[src/rtl/alu_arbiter_if.sv]
// Request/response and ALU-side signal bundle for alu_arbiter.
// The slave modport is the arbiter's view; the master modport is the requesters plus the ALU.
interface alu_arbiter_if #(
    parameter int unsigned NUM_REQ = 2
);
    logic [NUM_REQ-1:0]    req_valid;
    logic [NUM_REQ-1:0]    req_ready;
    logic [NUM_REQ-1:0]    req_r_i_s;
    logic [3*NUM_REQ-1:0]  req_funct3;
    logic [32*NUM_REQ-1:0] req_a;
    logic [32*NUM_REQ-1:0] req_b;
    logic [NUM_REQ-1:0]    rsp_valid;
    logic [NUM_REQ-1:0]    rsp_ready;
    logic [32*NUM_REQ-1:0] rsp_data;
    logic [31:0]           alu_a;
    logic [31:0]           alu_b;
    logic                  alu_in_valid;
    logic                  alu_r_i_s;
    logic [2:0]            alu_funct3;
    logic [31:0]           alu_out;
    logic                  alu_out_valid;
    logic                  proto_err;

    modport master (
        output req_valid, req_r_i_s, req_funct3, req_a, req_b, rsp_ready,
               alu_out, alu_out_valid,
        input  req_ready, rsp_valid, rsp_data, alu_a, alu_b, alu_in_valid,
               alu_r_i_s, alu_funct3, proto_err
    );

    modport slave (
        input  req_valid, req_r_i_s, req_funct3, req_a, req_b, rsp_ready,
               alu_out, alu_out_valid,
        output req_ready, rsp_valid, rsp_data, alu_a, alu_b, alu_in_valid,
               alu_r_i_s, alu_funct3, proto_err
    );
endinterface

[src/rtl/alu_arbiter.sv]
// Shares one pipelined ALU between NUM_REQ requesters, routing results back by tag.
// Define ALU_ARB_FIXED_PRIO_EN for fixed lowest-index priority instead of round-robin.
module alu_arbiter #(
    parameter int unsigned NUM_REQ = 2,
    parameter int unsigned ALU_LAT = 2
) (
    input logic          clk,
    input logic          rst_n,
    alu_arbiter_if.slave bus
);
    localparam int unsigned IdxW = (NUM_REQ > 1) ? $clog2(NUM_REQ) : 1;

    logic [NUM_REQ-1:0]    busy_q;
    logic [NUM_REQ-1:0]    eligible;
    logic [NUM_REQ-1:0]    grant;
    logic                  grant_vld;
    logic [IdxW-1:0]       grant_idx;

    logic [31:0]           alu_a_q, alu_b_q;
    logic                  alu_in_valid_q;
    logic                  alu_r_i_s_q, op_r_i_s_q;
    logic [2:0]            alu_funct3_q, op_funct3_q;
    logic [IdxW-1:0]       issue_idx_q;

    logic                  tag_v_q [ALU_LAT];
    logic [IdxW-1:0]       tag_i_q [ALU_LAT];

    logic [NUM_REQ-1:0]    rsp_valid_q;
    logic [32*NUM_REQ-1:0] rsp_data_q;
    logic [NUM_REQ-1:0]    rsp_take;
    logic                  proto_err_q;

`ifndef ALU_ARB_FIXED_PRIO_EN
    logic [IdxW-1:0]       ptr_q;
`endif

    assign eligible = bus.req_valid & ~busy_q;
    assign rsp_take = rsp_valid_q & bus.rsp_ready;

    // Descending scan: the last hit assigned is the highest-priority candidate.
    always_comb begin : p_grant
        logic [IdxW-1:0] idx;
        grant_vld = 1'b0;
        grant_idx = '0;
        idx       = '0;
        for (int unsigned k = NUM_REQ; k >= 1; k--) begin
`ifdef ALU_ARB_FIXED_PRIO_EN
            idx = IdxW'(k - 1);
`else
            idx = IdxW'((32'(ptr_q) + k) % NUM_REQ);
`endif
            if (eligible[idx]) begin
                grant_vld = 1'b1;
                grant_idx = idx;
            end
        end
        grant = '0;
        if (grant_vld) grant[grant_idx] = 1'b1;
    end

`ifndef ALU_ARB_FIXED_PRIO_EN
    always_ff @(posedge clk or negedge rst_n) begin
        if (!rst_n) begin
            ptr_q <= IdxW'(NUM_REQ - 1);
        end else if (grant_vld) begin
            ptr_q <= grant_idx;
        end
    end
`endif

    // Operands go out one cycle after the handshake; op fields a further cycle later.
    always_ff @(posedge clk or negedge rst_n) begin
        if (!rst_n) begin
            alu_a_q        <= '0;
            alu_b_q        <= '0;
            alu_in_valid_q <= 1'b0;
            op_r_i_s_q     <= 1'b0;
            op_funct3_q    <= '0;
            issue_idx_q    <= '0;
            alu_r_i_s_q    <= 1'b0;
            alu_funct3_q   <= '0;
        end else begin
            alu_in_valid_q <= grant_vld;
            if (grant_vld) begin
                alu_a_q     <= bus.req_a[32*grant_idx +: 32];
                alu_b_q     <= bus.req_b[32*grant_idx +: 32];
                op_r_i_s_q  <= bus.req_r_i_s[grant_idx];
                op_funct3_q <= bus.req_funct3[3*grant_idx +: 3];
                issue_idx_q <= grant_idx;
            end
            if (alu_in_valid_q) begin
                alu_r_i_s_q  <= op_r_i_s_q;
                alu_funct3_q <= op_funct3_q;
            end
        end
    end

    // Tag stage k mirrors the ALU stage k+1 cycles after alu_in_valid.
    always_ff @(posedge clk or negedge rst_n) begin
        if (!rst_n) begin
            for (int k = 0; k < int'(ALU_LAT); k++) begin
                tag_v_q[k] <= 1'b0;
                tag_i_q[k] <= '0;
            end
        end else begin
            tag_v_q[0] <= alu_in_valid_q;
            tag_i_q[0] <= issue_idx_q;
            for (int k = 1; k < int'(ALU_LAT); k++) begin
                tag_v_q[k] <= tag_v_q[k-1];
                tag_i_q[k] <= tag_i_q[k-1];
            end
        end
    end

    always_ff @(posedge clk or negedge rst_n) begin
        if (!rst_n) begin
            busy_q      <= '0;
            rsp_valid_q <= '0;
            rsp_data_q  <= '0;
            proto_err_q <= 1'b0;
        end else begin
            for (int i = 0; i < int'(NUM_REQ); i++) begin
                if (grant[i]) begin
                    busy_q[i] <= 1'b1;
                end else if (rsp_take[i]) begin
                    busy_q[i] <= 1'b0;
                end
                if (tag_v_q[ALU_LAT-1] && tag_i_q[ALU_LAT-1] == IdxW'(i)) begin
                    rsp_valid_q[i]         <= 1'b1;
                    rsp_data_q[32*i +: 32] <= bus.alu_out;
                end else if (rsp_take[i]) begin
                    rsp_valid_q[i] <= 1'b0;
                end
            end
            if (bus.alu_out_valid != tag_v_q[ALU_LAT-1]) proto_err_q <= 1'b1;
        end
    end

    assign bus.req_ready    = grant;
    assign bus.alu_a        = alu_a_q;
    assign bus.alu_b        = alu_b_q;
    assign bus.alu_in_valid = alu_in_valid_q;
    assign bus.alu_r_i_s    = alu_r_i_s_q;
    assign bus.alu_funct3   = alu_funct3_q;
    assign bus.rsp_valid    = rsp_valid_q;
    assign bus.rsp_data     = rsp_data_q;
    assign bus.proto_err    = proto_err_q;
endmodule

[src/flat_wrapper.sv]
// flat-port wrapper written by rule: the top's interface ports become plain ports
module alu_arbiter_flat 
#(
    parameter int unsigned NUM_REQ = 2,
    parameter int unsigned ALU_LAT = 2
)
  (clk, rst_n, bus_req_valid, bus_req_r_i_s, bus_req_funct3, bus_req_a, bus_req_b, bus_rsp_ready, bus_alu_out, bus_alu_out_valid, bus_req_ready, bus_rsp_valid, bus_rsp_data, bus_alu_a, bus_alu_b, bus_alu_in_valid, bus_alu_r_i_s, bus_alu_funct3, bus_proto_err);
  alu_arbiter_if #(.NUM_REQ(NUM_REQ)) bus_i ();
  input logic clk;
  input logic rst_n;
  input wire logic [$bits(bus_i.req_valid)-1:0] bus_req_valid;
  input wire logic [$bits(bus_i.req_r_i_s)-1:0] bus_req_r_i_s;
  input wire logic [$bits(bus_i.req_funct3)-1:0] bus_req_funct3;
  input wire logic [$bits(bus_i.req_a)-1:0] bus_req_a;
  input wire logic [$bits(bus_i.req_b)-1:0] bus_req_b;
  input wire logic [$bits(bus_i.rsp_ready)-1:0] bus_rsp_ready;
  input wire logic [$bits(bus_i.alu_out)-1:0] bus_alu_out;
  input wire logic [$bits(bus_i.alu_out_valid)-1:0] bus_alu_out_valid;
  output wire logic [$bits(bus_i.req_ready)-1:0] bus_req_ready;
  output wire logic [$bits(bus_i.rsp_valid)-1:0] bus_rsp_valid;
  output wire logic [$bits(bus_i.rsp_data)-1:0] bus_rsp_data;
  output wire logic [$bits(bus_i.alu_a)-1:0] bus_alu_a;
  output wire logic [$bits(bus_i.alu_b)-1:0] bus_alu_b;
  output wire logic [$bits(bus_i.alu_in_valid)-1:0] bus_alu_in_valid;
  output wire logic [$bits(bus_i.alu_r_i_s)-1:0] bus_alu_r_i_s;
  output wire logic [$bits(bus_i.alu_funct3)-1:0] bus_alu_funct3;
  output wire logic [$bits(bus_i.proto_err)-1:0] bus_proto_err;
  assign bus_i.req_valid = bus_req_valid;
  assign bus_i.req_r_i_s = bus_req_r_i_s;
  assign bus_i.req_funct3 = bus_req_funct3;
  assign bus_i.req_a = bus_req_a;
  assign bus_i.req_b = bus_req_b;
  assign bus_i.rsp_ready = bus_rsp_ready;
  assign bus_i.alu_out = bus_alu_out;
  assign bus_i.alu_out_valid = bus_alu_out_valid;
  assign bus_req_ready = bus_i.req_ready;
  assign bus_rsp_valid = bus_i.rsp_valid;
  assign bus_rsp_data = bus_i.rsp_data;
  assign bus_alu_a = bus_i.alu_a;
  assign bus_alu_b = bus_i.alu_b;
  assign bus_alu_in_valid = bus_i.alu_in_valid;
  assign bus_alu_r_i_s = bus_i.alu_r_i_s;
  assign bus_alu_funct3 = bus_i.alu_funct3;
  assign bus_proto_err = bus_i.proto_err;
  alu_arbiter #(.NUM_REQ(NUM_REQ), .ALU_LAT(ALU_LAT)) u_core (.clk(clk), .rst_n(rst_n), .bus(bus_i));
endmodule
[config.mk]
export PLATFORM = sky130hd
export DESIGN_NAME = alu_arbiter_flat
export DESIGN_NICKNAME = d
export VERILOG_FILES = /design/src/rtl/alu_arbiter_if.sv /design/src/rtl/alu_arbiter.sv /design/src/flat_wrapper.sv
export SDC_FILE = /design/constraint.sdc
export NUM_CORES = 1
export LEC_CHECK = 0
export ABC_AREA = 0
export CAP_MARGIN = 30
export CORE_ASPECT_RATIO = 0.6
export CORE_MARGIN = 3
export CORE_UTILIZATION = 36
export CTS_CLUSTER_SIZE = 24
export DETAILED_ROUTE_END_ITERATION = 10
export PLACE_DENSITY = 0.77
export SLEW_MARGIN = 20
export SYNTH_ARGS = -nofsm -noshare
export SYNTH_HDL_FRONTEND = slang
export SYNTH_SLANG_ARGS = --single-unit
export TNS_END_PERCENT = 10
[constraint.sdc]
create_clock -name clk -period 1.3 [get_ports clk]
set_clock_uncertainty 0.05 [all_clocks]
set_input_delay 0.26 -clock clk [delete_from_list [all_inputs] [get_ports clk]]
set_output_delay 0.26 -clock clk [all_outputs]
set_load 0.1 [all_outputs]
==> summary.txt <==
Outcome
  – Run status: finished, violations left
  – Violated checks: setup timing

Timing
  – Tmin final: approximately 1900 ps
  – Slew margin rel.: 0.789
  – Final worst-path cycle share: 1.43
  – Final Max Slew Viols: 0
  – Max Fclk: roughly 0.54 GHz
  – Worst setup margin: -554 ps
  – RSZ-0062 raised after global routing: yes
  – Final setup TNS: -28,320 ps
  – Final setup viols: about 230
  – Slew @ Worst Pin: about 320 ps
  – Final Hold Viols: 0

Global route
  – Initial antenna violation count: 1
  – Largest net degree at the start of global routing: 39
  – GRT Overall Usage: 0.246
  – First-pass GRT wire length: ~34,000 µm
  – Vias in the first global route: approximately 5,700
  – GR Overflow Total: 0

Worst setup path
  – R2r startpoint: u_core.busy_q[1]
  – Data required, critical path: 990 ps
  – Crit Path Class: flop to output pin
  – Critical-path top delay cell: dfrtp_2
  – R2r worst-path depth: 6
  – CP arrival: between 1500 and 2000 ps
  – Crit-path max FO: 3
  – Setup crit start kind: flop
  – Terminus of the critical flop-to-flop path: u_core.bus.alu_b[10]
  – Slowest stage delay, CP: between 400 and 500 ps
  – Critical Path End Type: output pin
  – Cell family contributing the most delay on the critical path: flip-flops
  – CP Cell Sequence: nor2b_4 > a21boi_4 > buf_12 > buf_16
  – Worst path bufs/invs: 2
  – Flop2flop setup slack: -430 ps

Synth
  – Async S/R FF share, synth: 1.00
  – Synth top cells by count: 147 x dfrtp_1, 68 x a221o_1, 68 x nor3b_1
  – Post-synthesis instance area: between 5000 and 6000 µm²
  – Synth area leader: dfrtp_1
  – Post-Synthesis Cells: slightly above 400
  – Top post-synthesis cells by area: dfrtp_1 62%, a221o_1 11%, mux2_1 11%, nor3b_1 8.5%, mux2_2 1.9%
  – Mean Syn Cell Area: between 10 and 15 µm²
  – Cell with the most instances after synthesis: dfrtp_1
  – Post-Syn Nets: ~600
  – Netlist cell types: 19
  – Synth top area share: 0.615
  – Synth Flop Type: dfrtp_1
  – Ys Warns: 0
  – EDFF count, synth: 0
  – Synthesis-stage register bit count: 148
  – Register area share after synthesis: 0.620

Finish
  – P&R area growth vs syn: 104%
  – Layout cell share with drive strength beyond 1: 0.405
  – Nets: just over 900
  – Post-Layout Cell Count: 995
  – Fill cell count: around 910

Die
  – Core area: roughly 16,000 µm²
  – I/O pin count: 313
  – Initial Util: 0.378
  – Core Rows: 35
  – Die area: approximately 18,000 µm²
  – Die height: about 110 µm
  – Die width: approximately 170 µm

CTS
  – Worst-path clk slew: around 70 ps
  – TritonCTS clock tree: built
  – Max Buffers Root-to-Sink: 2
  – Total CTS buffers: 17
  – Clk root buf: clkbuf_16
  – H-Tree Depth: 4
  – Sink Count: about 150
  – Worst-Skew Late Latency: 410 ps

Route
  – # DRC: 0
  – Routed vias/inst: 5.29
  – M1 WL: about 9000 µm
  – Routed length per instance: between 20 and 25 µm
  – Post-route ant nets: 0
  – Max Used Layer: met4
  – Via count: about 5,300
  – DRT iter0 DRCs: 310
  – Metal2 WL: between 10,000 and 15,000 µm
  – Met3 wire len: between 2000 and 2500 µm
  – Final WL: 23,500 µm
  – DRT Pass-1 Iters: 4

Job
  – Max Cap Viol: 0

Place
  – Placer's final routability congestion estimate: 0.863
  – IO Port Bufs: 312
  – Final HPWL DP: between 15,000 and 20,000 µm
  – Placed cells: ~940

Min path
  – Hold Crit Class: input port to async pin
## cells by family (layout without fill, tap and decap cells)
group           count (synthesis)  count (layout)  synth area share
xor+xnor                        1               1           0.00147
simple gates                   79              79            0.0959
flops                         148             148             0.620
buf+inv                        40             401            0.0320
other cells                     0               1                 0
compound gates                 75              75             0.123
mux                            68              68             0.128
## registers in the layout, summed over array words and instances, names as in the netlist
signal,cells
u_core.bus.alu_a,32
u_core.bus.rsp_data,64
u_core.bus.rsp_valid,2
u_core.op_r_i_s_q,1
u_core.bus.alu_b,32
u_core.bus.alu_funct3,3
u_core.ptr_q,1
u_core.tag_i_q,2
u_core.op_funct3_q,3
u_core.bus.proto_err,1
u_core.tag_v_q,2
u_core.busy_q,2
u_core.bus.alu_in_valid,1
u_core.issue_idx_q,1
u_core.bus.alu_r_i_s,1
## layout make-up
| type | instances | area (µm²) | area share |
|---|---|---|---|
| well taps | 222 | 278 | 0.0228 |
| flip-flops and latches | 148 | 3790 | 0.311 |
| repair buffers | 366 | 5390 | 0.442 |
| diodes | 1 | 2.50 | 0.000205 |
| clock buffers | 18 | 439 | 0.0360 |
| inverters | 3 | 11.3 | 0.000924 |
| multi-input cells | 223 | 2140 | 0.176 |
| clock inverters | 14 | 136 | 0.0112 |
## metal layers
layer | vias up | global-route usage
met4 | 0 | 0.0575
met3 | 31 | 0.0888
li1 | 2279 | -
met5 | - | 0
met2 | 270 | 0.414
met1 | 2686 | 0.302
## per-stage QoR
stage | worst slack, ps | cell area [µm²] | hold WS (ps) | utilization
floorplan | -106 | 6110 | -85.6 | -
CTS | -574 | 11900 | 197 | 0.754
finish | -554 | 12200 | 214 | 0.771
global placement | -499 | 11100 | 75.0 | 0.704
detailed placement | -597 | 11100 | 80.4 | 0.704
global route | -593 | 12200 | 224 | 0.771
## how the worst max path moves through the flow
stage / from / endpoint / slack [ps] / cells after the start
after floorplan: u_core.busy_q[1] / bus_req_ready[1] / -110 / 4
after global placement: bus_req_valid[0] / u_core.bus.alu_b[7] / -500 / 6
after detailed placement: bus_req_valid[1] / u_core.bus.alu_a[27] / -600 / 5
after CTS: u_core.busy_q[1] / bus_req_ready[0] / -570 / 4
after global routing: u_core.busy_q[1] / bus_req_ready[1] / -590 / 4
final: u_core.busy_q[1] / bus_req_ready[1] / -550 / 4
## worst register-to-register path, cell delays in order (launching register included)
cell,delay (ps)
dfrtp_2,460
nor3b_4,260
nor2_4,80
buf_8,150
buf_12,140
buf_16,140
a221o_1,340
## cells in the final DEF, fill, tap and decap left out, types with 2 or more instances in the layout
master           instances
dfrtp_2                 70
inv_8                    4
buf_16                   6
buf_4                   17
clkbuf_16               23
nand2_1                  2
nor3b_1                 68
buf_12                 155
buf_6                    6
clkinvlp_4               3
a21o_1                   5
mux2_2                   9
nor2b_4                  3
clkinv_4                 3
mux2_1                  58
inv_1                    3
inv_6                    3
clkdlybuf4s50_1        172
a221o_1                 68
dfrtp_1                 77
buf_8                    2
## what timing repair did
item	CTS	global route
setup buffers	7	6
pin swaps	7	51
endpoints found under the hold margin	148	0
hold buffers	1	0
gates cloned	4	7
gates resized for setup	13	17
endpoints found under the setup margin	262	269
Power is not shown: default switching activity piles up to over one toggle a cycle in this logic, so the estimate is an artifact.
